## src/rtl/gpio_pkg.sv

```systemverilog
// gpio_pkg: shared pin width and register offsets for the GPIO input capture block.
package gpio_pkg;
    localparam int         GPIO_W       = 8;
    localparam logic [7:0] GPIO_IN_DATA = 8'h00;
    localparam logic [7:0] GPIO_RISE_EN = 8'h04;
    localparam logic [7:0] GPIO_FALL_EN = 8'h08;
    localparam logic [7:0] GPIO_STATUS  = 8'h0C;
    localparam logic [7:0] GPIO_IRQ_EN  = 8'h10;
endpackage

```

## src/rtl/gpio_debounce.sv

```systemverilog
// gpio_debounce: one-bit filter; the output follows the input only after it has
// differed for DEBOUNCE_CYCLES consecutive cycles.
module gpio_debounce #(
    parameter int DEBOUNCE_CYCLES = 4
) (
    input  logic clk,
    input  logic rst_n,
    input  logic i_d,
    output logic o_q
);
    logic [7:0] r_cnt;
    logic       r_q;
    always_ff @(posedge clk or negedge rst_n) begin
        if (!rst_n) begin
            r_cnt <= '0;
            r_q   <= 1'b0;
        end else if (i_d == r_q) begin
            r_cnt <= '0;
        end else if (r_cnt == 8'(DEBOUNCE_CYCLES - 1)) begin
            r_cnt <= '0;
            r_q   <= i_d;
        end else begin
            r_cnt <= r_cnt + 8'd1;
        end
    end
    assign o_q = r_q;
endmodule

```

## src/rtl/gpio_in_capture.sv

```systemverilog
// gpio_in_capture: synchronised GPIO inputs with edge-detect status (W1C) and level irq.
// Define GPIO_DEBOUNCE_EN to insert a per-pin debounce filter after the synchronizer.
module gpio_in_capture
    import gpio_pkg::*;
#(
    parameter int DEBOUNCE_CYCLES = 4
) (
    input  logic              clk,
    input  logic              rst_n,
    input  logic              wr_en,
    input  logic [31:0]       addr,
    input  logic [31:0]       wr_data,
    output logic [31:0]       rd_data,
    input  logic [GPIO_W-1:0] gpio_in,
    output logic              irq
);
    logic [GPIO_W-1:0] r_sync1, r_sync2, r_prev;
    logic [GPIO_W-1:0] r_rise_en, r_fall_en, r_status, r_irq_en;
    logic [GPIO_W-1:0] w_filt, w_set, w_clr;
    logic [7:0]        w_addr;
    logic              w_unused;

    assign w_addr   = addr[7:0];
    assign w_unused = &{1'b0, addr[31:8], wr_data[31:GPIO_W], DEBOUNCE_CYCLES != 0};

`ifdef GPIO_DEBOUNCE_EN
    for (genvar i = 0; i < GPIO_W; i++) begin : g_db
        gpio_debounce #(.DEBOUNCE_CYCLES(DEBOUNCE_CYCLES)) u_db (
            .clk  (clk),
            .rst_n(rst_n),
            .i_d  (r_sync2[i]),
            .o_q  (w_filt[i])
        );
    end
`else
    assign w_filt = r_sync2;
`endif

    // Set wins over a same-cycle W1C because it is OR-ed in after the clear mask.
    assign w_set = (r_rise_en & w_filt & ~r_prev) | (r_fall_en & ~w_filt & r_prev);
    assign w_clr = (wr_en && w_addr == GPIO_STATUS) ? wr_data[GPIO_W-1:0] : '0;

    always_ff @(posedge clk or negedge rst_n) begin
        if (!rst_n) begin
            r_sync1   <= '0;
            r_sync2   <= '0;
            r_prev    <= '0;
            r_rise_en <= '0;
            r_fall_en <= '0;
            r_status  <= '0;
            r_irq_en  <= '0;
        end else begin
            r_sync1  <= gpio_in;
            r_sync2  <= r_sync1;
            r_prev   <= w_filt;
            r_status <= (r_status & ~w_clr) | w_set;
            if (wr_en && w_addr == GPIO_RISE_EN) r_rise_en <= wr_data[GPIO_W-1:0];
            if (wr_en && w_addr == GPIO_FALL_EN) r_fall_en <= wr_data[GPIO_W-1:0];
            if (wr_en && w_addr == GPIO_IRQ_EN)  r_irq_en  <= wr_data[GPIO_W-1:0];
        end
    end

    always_comb begin
        rd_data = {24'b0,
                   w_addr == GPIO_IN_DATA ? w_filt    :
                   w_addr == GPIO_RISE_EN ? r_rise_en :
                   w_addr == GPIO_FALL_EN ? r_fall_en :
                   w_addr == GPIO_STATUS  ? r_status  :
                   w_addr == GPIO_IRQ_EN  ? r_irq_en  : 8'h00};
    end

    assign irq = |(r_status & r_irq_en);
endmodule

```

## config.mk

```make
export PLATFORM = sky130hd
export DESIGN_NAME = gpio_in_capture
export DESIGN_NICKNAME = d
export VERILOG_FILES = /design/src/rtl/gpio_pkg.sv /design/src/rtl/gpio_debounce.sv /design/src/rtl/gpio_in_capture.sv
export SDC_FILE = /design/constraint.sdc
export NUM_CORES = 1
export LEC_CHECK = 0
export CAP_MARGIN = 20
export CORE_AREA = 2 2 113 60
export DETAILED_ROUTE_END_ITERATION = 10
export DIE_AREA = 0 0 115 62
export PLACE_DENSITY = 0.83
export SLEW_MARGIN = 10
export SYNTH_ARGS = -nofsm -noshare
export SYNTH_HDL_FRONTEND = slang
export SYNTH_SLANG_ARGS = --single-unit
export TNS_END_PERCENT = 100
```

## constraint.sdc

```tcl
create_clock -name clk -period 1.7 [get_ports clk]
set_input_delay 0.255 -clock clk [delete_from_list [all_inputs] [get_ports clk]]
set_output_delay 0.255 -clock clk [all_outputs]
set_load 0.01 [all_outputs]
```

Word level (Yosys, flattened, before mapping)
Index checks and enable logic that the tools add are counted.
{ "totals": {"regBits": 56, "in_bits": 75, "output_inout_bits": 33} }
{ "op_classes": {"n_eq_ne": 4, "mux": 6, "bitwise_logic": 11, "reduce_logical": 6} }
{ "op_table": {"columns": ["cell", "n"], "rows": [
  ["bitwise AND 8 bit", 6],
  ["two-way mux 8 bit", 6],
  ["inverter 8 bit", 3],
  ["== test 8 x 4 -> 1 bit, second input constant", 2],
  ["bitwise OR 8 bit", 2],
  ["== test 8 x 3 -> 1 bit, second input constant", 1],
  ["== test 8 x 5 -> 1 bit, second input constant", 1],
  ["logical NOT 8 bit", 1],
  ["OR reduction 8 bit", 1],
  ["logical AND 1 bit", 4]
]} }

Logic depth before layout (Yosys ltp)
{ "logic_depth": {"depth_word": 6, "depth_mapped": 6, "ltp_nobuf": 4} }

Least setup slack after synthesis
OpenSTA, ideal clock, no wires.
{ "synth_path": {"path_kind": "input to output", "start": "input port addr[1]", "end": "output port rd_data[7]", "t_arrival_ps": 1354, "t_required_ps": 1445, "slack_ps": 91, "stages": 4, "path_buffers": 1, "path_cell_list": "or2_2 > or4_1 > clkbuf_1 > a21oi_1"} }
{ "synth_via": {"elab_chain_cells": 6} }
{ "synth_lines": {"columns": ["element", "line", "source"], "rows": [
  ["from (decl)", "gpio_in_capture.sv:11", "input logic [31:0] addr,"],
  ["== test 8 x 5 -> 1 bit", "gpio_in_capture.sv:69", "w_addr == GPIO_IRQ_EN ? r_irq_en : 8'h00};"],
  ["two-way mux 8 bit", "gpio_in_capture.sv:69", null],
  ["two-way mux 8 bit", "gpio_in_capture.sv:68", "w_addr == GPIO_STATUS ? r_status :"],
  ["two-way mux 8 bit", "gpio_in_capture.sv:67", "w_addr == GPIO_FALL_EN ? r_fall_en :"],
  ["two-way mux 8 bit", "gpio_in_capture.sv:66", "w_addr == GPIO_RISE_EN ? r_rise_en :"],
  ["two-way mux 8 bit (*)", "gpio_in_capture.sv:65", "w_addr == GPIO_IN_DATA ? w_filt :"],
  ["to (decl)", "gpio_in_capture.sv:13", "output logic [31:0] rd_data,"]
]} }
Mark *: on every way between the ends. The rest lies on a longest branch, timed or not.

Worst setup path after layout
{ "layout_path": {"start": "register r_rise_en[1]", "end": "output port rd_data[1]"} }
{ "layout_via": {"elab_chain_cells": 2} }
{ "layout_lines": {"columns": ["element", "line", "source"], "rows": [
  ["from (decl)", "gpio_in_capture.sv:18", "logic [GPIO_W-1:0] r_rise_en, r_fall_en, r_status, r_irq_en;"],
  ["from (signal assigned)", "gpio_in_capture.sv:57", "if (wr_en && w_addr == GPIO_RISE_EN) r_rise_en <= wr_data[GPIO_W-1:0];"],
  ["two-way mux 8 bit", "gpio_in_capture.sv:66", null],
  ["two-way mux 8 bit", "gpio_in_capture.sv:65", null]
]} }
Every way passes these cells.

==> flow_metrics.py <==
metrics = {
    "outcome": {
        "status": "finished, violations left",
        "violations": "setup timing",
    },
    "logic_synthesis": {
        "netlist_instances": 211,
        "ys_types": 28,
        "ys_seq_elements": 56,
        "synth-seq-area-share": 0.547,
        "synth_area_um2": 2560,
        "ys_async_sr_fraction": 1.00,
        "yosysWarnings": 0,
        "synth.avg_cell_area_um2": 12.2,
        "yosysTopAreaCell": "dfrtp_1",
        "ys_top_cells_by_area": "dfrtp_1 55%, mux2_2 11%, buf_4 7.0%",
        "synth_edf_count": 0,
        "synth_ff_type": "dfrtp_1",
        "synth_top_cell_area_share": 0.547,
    },
    "global_route": {
        "gr-total-overflow": 0,
        "grt_max_degree": 42,
        "first_global_vias": 1757,
        "grtUsageTotal": 0.172,
        "grt_pass1_wl_um": 9070,
        "antenna_found_initial": 0,
    },
    "timing": {
        "setup_viol": 4,
        "fin_crit_ns": 1.78,
        "rsz0062_at_grt": "yes",
        "finalMaxSlewViolations": 0,
        "relSlewSlack": 0.650,
        "max_freq_mhz": 563,
        "worstMarginPinSlew_ns": 0.525,
        "fin_tns_setup_ns": -0.218,
        "worst_slack_ns": -0.0761,
        "hold_viol": 0,
        "finalCritPeriodShare": 1.04,
        "clock_skew_ns": 0.00392,
    },
    "floorplan": {
        "core_um2": 6310,
        "num_rows": 21,
        "die_h_um": 62,
        "num_io_pins": 108,
        "start_util": 0.407,
        "die_w_um": 115,
        "dieArea_um2": 7130,
    },
    "routing": {
        "totalWireLength_um": 5860,
        "drc": 0,
        "drt_iter0_drc": 95,
        "detail_route.vias_per_cell": 5.02,
        "vias": 1832,
        "wl_per_cell_um": 16.1,
        "dr.pass1.iters": 4,
        "ant_nets": 0,
    },
    "power": {
        "p_clk_frac": 0.345,
        "vdd_drop_max_v": 0.000415,
        "p_leak_nw": 1.63,
        "p_switching_w": 0.000723,
        "power_density_nw_per_um2": 888,
        "internal-power_w": 0.00232,
        "pwr-share-seq": 0.515,
        "power.share.combinational": 0.140,
        "p_sw_frac": 0.237,
    },
    "setup_path": {
        "cp_slowest_cell": "a222oi_1",
        "path_buf_inv": 1,
        "path_cells": "mux2i_1 > o21ai_1 > a222oi_1 > nor2_4 > buf_6",
        "ff2ff_setup_slack_ns": 0.69,
        "crit_arrival_ns": 1.52,
        "crit_required_ns": 1.44,
        "crit_type": "register to output port",
        "start_kind": "register",
        "endpoint_kind": "output port",
        "critPathMaxFanout": 2,
        "crit_family": "compound AO/OA/AOI/OAI gates",
        "critPathMaxStageDelay_ns": 0.45,
    },
    "placement": {
        "gp_congestion": 0.813,
        "io_buffers": 35,
        "hpwlAfterDp_um": 3970,
    },
    "layout": {
        "antenna_cells": 0,
        "fin_nets": 360,
        "layout_common_cells": "56 x dfrtp_1, 29 x buf_4, 25 x mux2_2",
        "nFillCells": 530,
        "final_common_cell": "dfrtp_1",
        "syn2layout_area_growth_pct": 33.9,
        "finalCoreUtilization": 0.544,
        "drive_gt1_frac": 0.365,
    },
    "clock_network": {
        "clockBufferDepth": 2,
        "clk_latency_ns": 0.29,
        "clk_pin_slew_ns": 0.06,
        "htreeDepth": 2,
        "cts_tree": "built",
        "cts_buffers": 5,
        "cts.sink_count": 56,
        "clock-root-buffer": "clkbuf_16",
    },
    "run": {
        "cap_violations": 0,
    },
    "worst_hold_path": {
        "hold_class": "register to register",
    },
}
-- layout make-up --
cell class	count	area [um2]	share of cell area
Sequential cell	56	1400	0.408
Clock buffer	7	153	0.0445
Inverter	1	3.75	0.00109
Tap cell	80	100	0.0292
Multi-Input combinational cell	147	1090	0.318
Timing Repair Buffer	74	683	0.199
-- per-stage QoR --
step | cells | power [W] | cell area [um2] | hold slack (ns) | setup slack, ns
after CTS | 361 | 0.00306 | 3380 | 0.350 | -0.122
after detailed placement | 340 | 0.00197 | 3080 | 0.193 | -0.874
after global routing | 365 | 0.00318 | 3430 | 0.355 | -0.175
final | 365 | 0.00305 | 3430 | 0.348 | -0.0761
after floorplan | 234 | 0.00180 | 2650 | -0.0406 | 0.0909
after global placement | 340 | 0.00195 | 3080 | 0.185 | -0.788
-- power groups by stage --
stage               logic (W)  registers (W)  clock network (W)
finish               0.000426        0.00157            0.00105
global placement     0.000366        0.00158                  0
detailed placement   0.000377        0.00159                  0
CTS                  0.000416        0.00157            0.00108
floorplan            0.000235        0.00156                  0
global route         0.000468        0.00159            0.00113
-- metal layers --
layer / vias up / global-route usage / wire [um]
met5: - / 0 / 0
met4: 0 / 0.0413 / 27
met3: 4 / 0.0349 / 298
met2: 52 / 0.276 / 2710
met1: 920 / 0.247 / 2820
li1: 856 / - / -
-- registers in the layout, summed over array words and instances (netlist names) --
| signal | flops |
|---|---|
| r_prev | 8 |
| r_sync1 | 8 |
| r_rise_en | 8 |
| r_sync2 | 8 |
| r_fall_en | 8 |
| r_irq_en | 8 |
| r_status | 8 |
-- repair_timing --
action | CTS | global route
hold buffers | 1 | 0
gates resized for setup | 85 | 9
gates cloned | 1 | 0
setup buffers | 13 | 4
pin swaps | 14 | 9
endpoints found under the setup margin | 41 | 9
endpoints found under the hold margin | 15 | 0
-- kinds of logic (layout without fill, tap and decap cells) --
kind of cell | after synthesis | count (layout) | share of synthesized area
compound gates | 37 | 37 | 0.0981
buf+inv | 31 | 82 | 0.0805
flops | 56 | 56 | 0.547
mux | 33 | 33 | 0.142
other cells | 1 | 24 | 0.00146
simple gates | 53 | 53 | 0.132
-- cells in the mapped netlist, types with 2 or more instances --
cell type and instances:
dfrtp_1 56, mux2_2 26, buf_4 24, nand2_1 17, nand3b_1 15, o21ai_0 15, a21o_1 8, nor2_1 8
a222oi_1 7, mux2i_1 7, clkbuf_1 6, a22oi_1 4, a21oi_1 2, nand2_2 2
-- final timing paths --
check,start,to,cells after the start
worst max-delay path,r_rise_en[1],rd_data[1],5
min in group asynchronous,rst_n,r_fall_en[0],2
max in group asynchronous,rst_n,r_sync1[7],3
worst max register to register,r_rise_en[0],r_rise_en[0],3
worst min register to register,r_sync1[7],r_sync2[7],0
worst min-delay path,r_sync1[7],r_sync2[7],0
(Power assumes the default switching activity.)
